**src/rtl/ads1675_pkg.sv**
```systemverilog
// ads1675_pkg
//   Shared types and constants for the ADS1675 decimating framer.
//   ADS_DW     default sample width
//   ADS_OVF_W  width of the saturating overflow counter
//   ads_sample_t / ads_entry_t  sample and output-buffer entry types
//   sat_inc    saturating increment for the overflow counter
package ads1675_pkg;

    localparam int ADS_DW    = 32;
    localparam int ADS_OVF_W = 16;

    typedef logic signed [ADS_DW-1:0] ads_sample_t;

    typedef struct packed {
        ads_sample_t data;
        logic        last;
    } ads_entry_t;

    // Holds at all-ones instead of wrapping back to zero.
    function automatic logic [ADS_OVF_W-1:0] sat_inc(input logic [ADS_OVF_W-1:0] v);
        return (&v) ? v : v + 1'b1;
    endfunction

endpackage

```
**src/rtl/ads1675_axis_buf2.sv**
```systemverilog
// ads1675_axis_buf2
//   Two-entry FIFO feeding an AXI-Stream master. The head entry drives the
//   output directly, so data and last stay stable while the head is waiting.
//   Ports:
//     sclk, rst_n  clock, asynchronous active-low reset
//     push         store push_data (ignored when full and not popping)
//     push_data    entry to store
//     pop          consume the head entry (only meaningful when valid)
//     full         both entries occupied
//     valid        at least one entry occupied
//     head         oldest entry
import ads1675_pkg::*;

module ads1675_axis_buf2 #(
    parameter type entry_t = ads_entry_t
) (
    input  logic   sclk,
    input  logic   rst_n,
    input  logic   push,
    input  entry_t push_data,
    input  logic   pop,
    output logic   full,
    output logic   valid,
    output entry_t head
);

    entry_t     ent0;   // head
    entry_t     ent1;   // second in line
    logic [1:0] count;

    // NOTE: the two entries are reset, not left uninitialised, because the
    // head drives the output data, which must read zero out of reset.
    always_ff @(posedge sclk or negedge rst_n) begin
        if (!rst_n) begin
            ent0  <= '0;
            ent1  <= '0;
            count <= 2'd0;
        end else begin
            case (count)
                2'd0: begin
                    if (push) begin
                        ent0  <= push_data;
                        count <= 2'd1;
                    end
                end
                2'd1: begin
                    if (push && pop) begin
                        ent0 <= push_data;
                    end else if (push) begin
                        ent1  <= push_data;
                        count <= 2'd2;
                    end else if (pop) begin
                        count <= 2'd0;
                    end
                end
                default: begin
                    // Full: a push is only taken together with a pop.
                    if (pop) begin
                        ent0 <= ent1;
                        if (push) begin
                            ent1 <= push_data;
                        end else begin
                            count <= 2'd1;
                        end
                    end
                end
            endcase
        end
    end

    assign full  = (count == 2'd2);
    assign valid = (count != 2'd0);
    assign head  = ent0;

endmodule

```
**src/rtl/ads1675_decim_framer.sv**
```systemverilog
// ads1675_decim_framer
//   Boxcar-averages every DECIM signed input samples into one output word,
//   marks every FRAME-th stored word with TLAST and buffers two words
//   against DMA backpressure. Results that find the buffer full are
//   dropped and counted, since the ADC cannot be stalled.
//   Ports:
//     sclk, rst_n        sole clock, asynchronous active-low reset
//     en                 run enable; low clears accumulation and framing
//     s_axis_*           sample input (tlast ignored, tready high after reset)
//     m_axis_*           averaged output to the DMA
//     overflow_cnt       number of dropped results, saturating
import ads1675_pkg::*;

module ads1675_decim_framer #(
    parameter int DW         = ADS_DW,
    parameter int LOG2_DECIM = 3,
    parameter int FRAME      = 2500
) (
    input  logic                 sclk,
    input  logic                 rst_n,
    input  logic                 en,
    input  logic                 s_axis_tvalid,
    output logic                 s_axis_tready,
    input  logic                 s_axis_tlast,
    input  logic signed [DW-1:0] s_axis_tdata,
    output logic                 m_axis_tvalid,
    input  logic                 m_axis_tready,
    output logic                 m_axis_tlast,
    output logic signed [DW-1:0] m_axis_tdata,
    output logic [ADS_OVF_W-1:0] overflow_cnt
);

    localparam int DECIM = 1 << LOG2_DECIM;
    localparam int AW    = DW + LOG2_DECIM;

    typedef struct packed {
        logic signed [DW-1:0] data;
        logic                 last;
    } entry_t;

    logic signed [AW-1:0]   acc;
    logic signed [AW-1:0]   acc_sum;
    logic [LOG2_DECIM-1:0]  phase;
    logic [15:0]            frame_cnt;

    logic   accept;
    logic   closing;
    logic   pop;
    logic   full;
    logic   store;
    logic   drop;
    entry_t push_entry;
    entry_t head;

    // Upstream packet boundaries carry no meaning here.
    logic unused_tlast;
    assign unused_tlast = s_axis_tlast;

    assign accept  = s_axis_tvalid && s_axis_tready;
    assign closing = accept && en && (phase == LOG2_DECIM'(DECIM - 1));
    assign acc_sum = acc + {{LOG2_DECIM{s_axis_tdata[DW-1]}}, s_axis_tdata};
    assign pop     = m_axis_tvalid && m_axis_tready;
    assign store   = closing && (!full || pop);
    assign drop    = closing && full && !pop;

    // NOTE: every field gets a default before any condition, so no latch
    // can be inferred for the entry being pushed.
    always_comb begin
        push_entry      = '0;
        // Dropping the low LOG2_DECIM bits of a signed sum is an arithmetic
        // shift right, i.e. floor division by DECIM.
        push_entry.data = acc_sum[AW-1:LOG2_DECIM];
        push_entry.last = (frame_cnt == 16'(FRAME - 1));
    end

    // Ready is held low only during reset and the edge that releases it.
    always_ff @(posedge sclk or negedge rst_n) begin
        if (!rst_n) begin
            s_axis_tready <= 1'b0;
        end else begin
            s_axis_tready <= 1'b1;
        end
    end

    // NOTE: state registers use non-blocking assignments so every block
    // sees the pre-edge values of the others, whatever the evaluation order.
    always_ff @(posedge sclk or negedge rst_n) begin
        if (!rst_n) begin
            acc       <= '0;
            phase     <= '0;
            frame_cnt <= '0;
        end else if (!en) begin
            acc       <= '0;
            phase     <= '0;
            frame_cnt <= '0;
        end else begin
            if (accept) begin
                if (closing) begin
                    acc   <= '0;
                    phase <= '0;
                end else begin
                    acc   <= acc_sum;
                    phase <= phase + 1'b1;
                end
            end
            // Only results that actually land in the buffer advance framing.
            if (store) begin
                frame_cnt <= push_entry.last ? 16'd0 : frame_cnt + 16'd1;
            end
        end
    end

    always_ff @(posedge sclk or negedge rst_n) begin
        if (!rst_n) begin
            overflow_cnt <= '0;
        end else if (drop) begin
            overflow_cnt <= sat_inc(overflow_cnt);
        end
    end

    ads1675_axis_buf2 #(
        .entry_t (entry_t)
    ) u_buf (
        .sclk      (sclk),
        .rst_n     (rst_n),
        .push      (store),
        .push_data (push_entry),
        .pop       (pop),
        .full      (full),
        .valid     (m_axis_tvalid),
        .head      (head)
    );

    assign m_axis_tdata = head.data;
    assign m_axis_tlast = head.last;

endmodule

```
**config.mk**
```make
export PLATFORM = sky130hd
export DESIGN_NAME = ads1675_decim_framer
export DESIGN_NICKNAME = d
export VERILOG_FILES = /design/src/rtl/ads1675_pkg.sv /design/src/rtl/ads1675_axis_buf2.sv /design/src/rtl/ads1675_decim_framer.sv
export SDC_FILE = /design/constraint.sdc
export NUM_CORES = 1
export LEC_CHECK = 0
export BUFFER_PORTS_ARGS = -buffer_cell sky130_fd_sc_hd__buf_2
export CORE_MARGIN = 2
export CORE_UTILIZATION = 35
export CTS_CLUSTER_DIAMETER = 80
export DETAILED_ROUTE_END_ITERATION = 12
export HOLD_SLACK_MARGIN = 0.08
export PLACE_DENSITY = 0.64
export SLEW_MARGIN = 20
export SYNTH_ARGS = -nofsm -noshare
export SYNTH_HDL_FRONTEND = slang
export SYNTH_HIERARCHICAL = 1
export SYNTH_SLANG_ARGS = --single-unit
```
**constraint.sdc**
```tcl
create_clock -name sclk -period 6.35 [get_ports sclk]
set_input_delay 0.3175 -clock sclk [delete_from_list [all_inputs] [get_ports sclk]]
set_output_delay 0.3175 -clock sclk [all_outputs]
set_load 0.03 [all_outputs]
```
# After elaboration in Yosys (flattened, before gate mapping)
# Cells that the tools add are included.
# op_classes
n_addsub,4
mul,0
div_mod_pow,0
magnitude_cmp,0
n_eq_ne,11
shift,0
mux,24
bitwise_logic,2
reduce_logical,20
# op_table
cell,n
33-bit two-way mux,6
33-bit case mux with 2 select lines,2
35-bit two-way mux,3
16-bit two-way mux,3
35-bit adder,1
16-bit by 1-bit adder with 16-bit output (second input constant),2
16-bit by 12-bit equality test with 1-bit output (second input constant),1
16-bit AND reduction,1
2-bit two-way mux,6
3-bit two-way mux,3
1-bit logical AND,8
2-bit by 1-bit != test with 1-bit output (second input constant),4
3-bit AND reduction,2
5-bit AND reduction,1
2-bit case mux with 2 select lines,1
2-bit nonzero test,2
3-bit by 1-bit adder with 3-bit output (second input constant),1
3-bit equality test (second input constant),1
3-bit by 2-bit != test with 1-bit output (second input constant),1
3-bit != test (second input constant),1
3-bit nonzero test,1
2-bit by 1-bit equality test with 1-bit output (second input constant),1
2-bit equality test (second input constant),1
1-bit logical NOT,2
5 further kinds,6
# word_totals
reg_bits,139
latch_bits,0
ramBits,0
mem_bits_ro,0
input_bits,38
output_inout_bits,51
elab_cells,71
n_memories,0

# Logic depth before layout (Yosys ltp)
# logic_depth
depth_word,7
mapped_depth,14
depth_no_buf,13

# Cells and area by module
# Netlist, hierarchy kept.
# modules_own_cells
mod,n_inst,cells_each,area_per_inst_um2,seq_area_each_um2
ads1675_decim_framer,1,521,4926.0,1776.7
ads1675_axis_buf2,1,321,3723.6,1701.6

# Least setup slack after synthesis
# OpenSTA, ideal clock, no wires.
# synth_timing
kind,reg2reg
start,register acc[0]
end,register u_buf.ent0 (netlist bit u_buf/head[26])
setup_ns,0.125
arrival_ns,3.090
required_time_ns,6.225
setup_slack_ns,3.136
stages_incl_launch_ff,13
n_path_buf,0
period_less_slack_ns,3.214
cell_sequence,dfrtp_1 > ha_1 > fa_1 > a21oi_1 > o211ai_2 > a21bo_2 > a221oi_2 > o21ai_2 > a221o_1 > a31oi_1 > xnor2_1 > mux2_2 > mux2_2
# synth_between
elab_chain_cells,3
elab_cells_between_ends,4
cone_classes,add/sub: 1; mux: 3
# synth_rtl
element,line,text
from (decl),ads1675_decim_framer.sv:41,logic signed [AW-1:0] acc;
from (signal assigned),ads1675_decim_framer.sv:102,acc <= acc_sum;
35-bit adder *,ads1675_decim_framer.sv:61,"assign acc_sum = acc + {{LOG2_DECIM{s_axis_tdata[DW-1]}}, s_axis_tdata};"
via acc_sum[28],ads1675_decim_framer.sv:42,logic signed [AW-1:0] acc_sum;
"33-bit two-way mux, on equally long branches","ads1675_axis_buf2.sv:47, ads1675_axis_buf2.sv:41",
33-bit case mux with 2 select lines *,ads1675_axis_buf2.sv:39,case (count)
to (signal assigned),ads1675_axis_buf2.sv:42,ent0 <= push_data;
to (signal assigned),ads1675_axis_buf2.sv:48,ent0 <= push_data;
to (signal assigned),ads1675_axis_buf2.sv:59,ent0 <= ent1;
to (decl),ads1675_axis_buf2.sv:27,entry_t ent0;
# Mark *: on every way through the listed nets, which the timed path passes. The rest lies on a longest branch. The select of a mux whose other input is x is not followed.
# A chain may end at the register's enable or synchronous reset.

# Worst setup path in the final report
# layout_timing
start,register acc[11]
end,register u_buf.ent0 (netlist bit u_buf/head[32])
# The elaborated chain is that of the path after synthesis.

==> flow_metrics.tcl <==
set metrics [dict create \
    rows 57 \
    rsz0062_at_grt "no" \
    pwr-share-seq_pct 39.9 \
    clkPwrFrac_pct 43.2 \
    reg2reg_depth 11 \
    drv_slew 0 \
    drive_gt1_share_pct 23.99 \
    final-hold-violation-count 0 \
    drc 0 \
    worstSetupStartpointType "register" \
    synthCells 842 \
    yosys.area.top_type "dfrtp_1" \
    wl_per_cell_microns 17.42 \
    hold_start "s_axis_tvalid" \
    antenna_left 0 \
    whs_path_depth 3 \
    intPower_w 0.001682 \
    placedCellCount 1206 \
    period_share_pct 58.83 \
    path_clk_slew_ps 60 \
    synth-async-reset-ratio_pct 100.0 \
    ff2ff_setup_slack_ps 2610 \
    netlist-cell-type-count 70 \
    post_cts_resized 0 \
    leakagePower_nw 4.559 \
    wl_met3_microns 1053 \
    seq_area_frac_synth_pct 40.21 \
    seq_area_sq_mm 0.003478 \
    drv_cap 0 \
    p_sw_share_pct 26.89 \
    hp-class "primary input to register" \
    period_minus_slack_ps 3735 \
    power.density_mw_per_mm2 235.5 \
    die_h_microns 161.2 \
    port_buffers 87 \
    fmax_mhz 267.7 \
    synthToLayoutAreaGrowth_pct 12.93 \
    h-tree-depth 4 \
    dp_hpwl_microns 14240 \
    grt_pass1_wl_microns 35560 \
    fin_nets 979 \
    initial_utilization_pct 35.57 \
    grt_max_degree 73 \
    finClkSkew_ps 8.868 \
    status "finished clean" \
    final_common_cell "dfrtp_1" \
    tightest_slew_ps 1005 \
    p_sw_w 0.0006187 \
    cp-end-kind "register" \
    slew_headroom_pct 32.85 \
    path_cells "ha_1 > a21oi_4 > o21bai_1 > a2111oi_0 > a21oi_1 > a31oi_1 > o21ai_1 > xnor2_1 > xnor2_1 > mux2_2 > mux2_4" \
    vias 6751 \
    clock_sinks 139 \
    critPathRequiredTime_ps 6660 \
    die_w_microns 161.2 \
    antenna_found_initial 0 \
    hold_path_end "phase[1]" \
    cpMostUsedCell "xnor2_1" \
    numCtsBuffers 17 \
    critPathArrivalTime_ps 4040 \
    drtIter0Drc 526 \
    synth_nets 919 \
    combPwrFrac_pct 16.9 \
    cts_root_buf "clkbuf_16" \
    r2r_start "acc[11]" \
    top_layer "met4" \
    layout.cells.non_filler 1237 \
    syn_avg_cell_area_sq_um 10.27 \
    slowest_stage "a2111oi_0" \
    grtUsageTotal_pct 17.00 \
    worstSkewPairLatency_ps 420 \
    ctsLongestPathBuffers 2 \
    fill_cells 2405 \
    drt_pass1_iterations 5 \
    yosysTopAreaCellShare_pct 40.21 \
    viasPerCell 5.458 \
    cts_hold_buf 1 \
    dieArea_sq_mm 0.02599 \
    routed_wl_microns 21540 \
    io_pins 89 \
    multi_input_area_sq_mm 0.004726 \
    path_max_fanout 7 \
    wl_met2_microns 9923 \
    antenna_cells 0 \
    synth_edf_count 0 \
    tns_ps 0 \
    cts_setup_buffers 0 \
    core_sq_mm 0.02432 \
    crit_type "register to register" \
    yosys_warnings 6 \
    syn_area_sq_mm 0.008650 \
    drt-met1-wl_microns 10240 \
    routabilityCongestion 0.8421 \
    cts_tree "yes" \
    gr-total-overflow 0 \
    ir_drop_mv 0.1378 \
    synthFlopType "dfrtp_1" \
    timing.rr.end "u_buf/head[32]" \
    cpPeakStageDelay_ps 590 \
    ys_ff_latch 139 \
    grt_pass1_vias 6754 \
    mostFrequentLayoutCells "dfrtp_1, buf_2, a21oi_1" \
    setup_viol 0 \
    synth.area.top_cells "dfrtp_1, ha_1, mux2_4" \
]
-- logic make-up after synthesis --
logic type	count (synthesis)	synth area share, %
AO/OA/AOI/OAI	274	21.29
XOR/XNOR	48	4.860
adder cells (fa/ha/maj)	39	5.728
buffers and inverters	74	5.584
flip-flops	139	40.21
multiplexers	70	10.40
other	1	0.04335
AND/OR/NAND/NOR	197	11.88
-- state kept, by name, summed over array words and instances, names as in the netlist --
signal,cells
s_axis_tready,1
u_buf/ent1,33
frame_cnt,16
u_buf/count,2
phase,3
overflow_cnt,16
acc,35
u_buf/head,33
-- metal layers --
| layer | GRT usage [%] | vias to the layer above |
|---|---|---|
| li1 | - | 3265 |
| met1 | 22.85 | 3314 |
| met2 | 27.82 | 154 |
| met3 | 3.672 | 18 |
| met4 | 4.627 | 0 |
| met5 | 0 | - |
-- critical path, delay by kind of cell (launching register included) --
kind | cells | cell delay (ps)
DFF | 1 | 390
xor gates and xnor gates | 2 | 450
adders and majority gates | 1 | 400
AOI/OAI and AO/OA | 6 | 1810
muxes | 2 | 560
-- final cells by class --
cell class,instances,share of cell area [%]
multi-input combinational,629,48.38
sequential,139,35.61
timing repair buffer,97,5.316
clock buffer,20,4.573
tap,324,4.150
clock inverter,10,1.281
inverter,18,0.6917
-- per-stage QoR --
step                worst slack, ps  hold WS, ps  area, sq um  util (%)  total power [W]
floorplan                      3136        21.91         8650         -         0.001229
finish                         2615        208.6         9768     40.17         0.002301
detailed placement             2622        391.6         9178     37.74         0.001319
CTS                            2668        193.5         9759     40.13         0.002325
global route                   2470        229.8         9768     40.17         0.002409
global placement               2566        392.4         9178     37.74         0.001315
-- synthesized netlist by cell type (all sizes together) (2+ instances only) --
cell type and count:
nand2b 4, o21bai 6, clkbuf 19, a211oi 31, dfrtp 139, nor2b 16, nand4b 4, or2 6
a41oi 2, nand3 11, nand4 14, a22o 33, a221oi 2, o21ai 34, o211ai 8, a221o 2
nand3b 2, xnor2 29, nor2 21, mux2 69, and2 5, and3 15, buf 37, nor3 36
a21oi 79, a31oi 5, o31ai 5, a21o 20, nor3b 5, inv 18, xor2 19, o22ai 34
nor4 3, and4 2, o211a 2, ha 38, nand2 52
-- worst max-delay path by stage --
stage	from	end	slack [ps]
floorplan	acc[0]	u_buf/head[26]	3140
global placement	s_axis_tdata[11]	u_buf/head[32]	2570
detailed placement	s_axis_tdata[11]	u_buf/head[32]	2620
CTS	acc[11]	u_buf/head[32]	2670
global route	acc[0]	u_buf/head[32]	2470
finish	acc[11]	u_buf/head[32]	2610
-- power groups by stage --
stage / Clock (W) / Sequential (W) / Combinational, W
global route: 0.00106 / 0.000919 / 0.000431
floorplan: 0 / 0.000930 / 0.000299
global placement: 0 / 0.000932 / 0.000382
CTS: 0.00102 / 0.000917 / 0.000390
detailed placement: 0 / 0.000932 / 0.000386
finish: 0.000994 / 0.000917 / 0.000389
No activity file was read; power rests on OpenSTA's default activity.
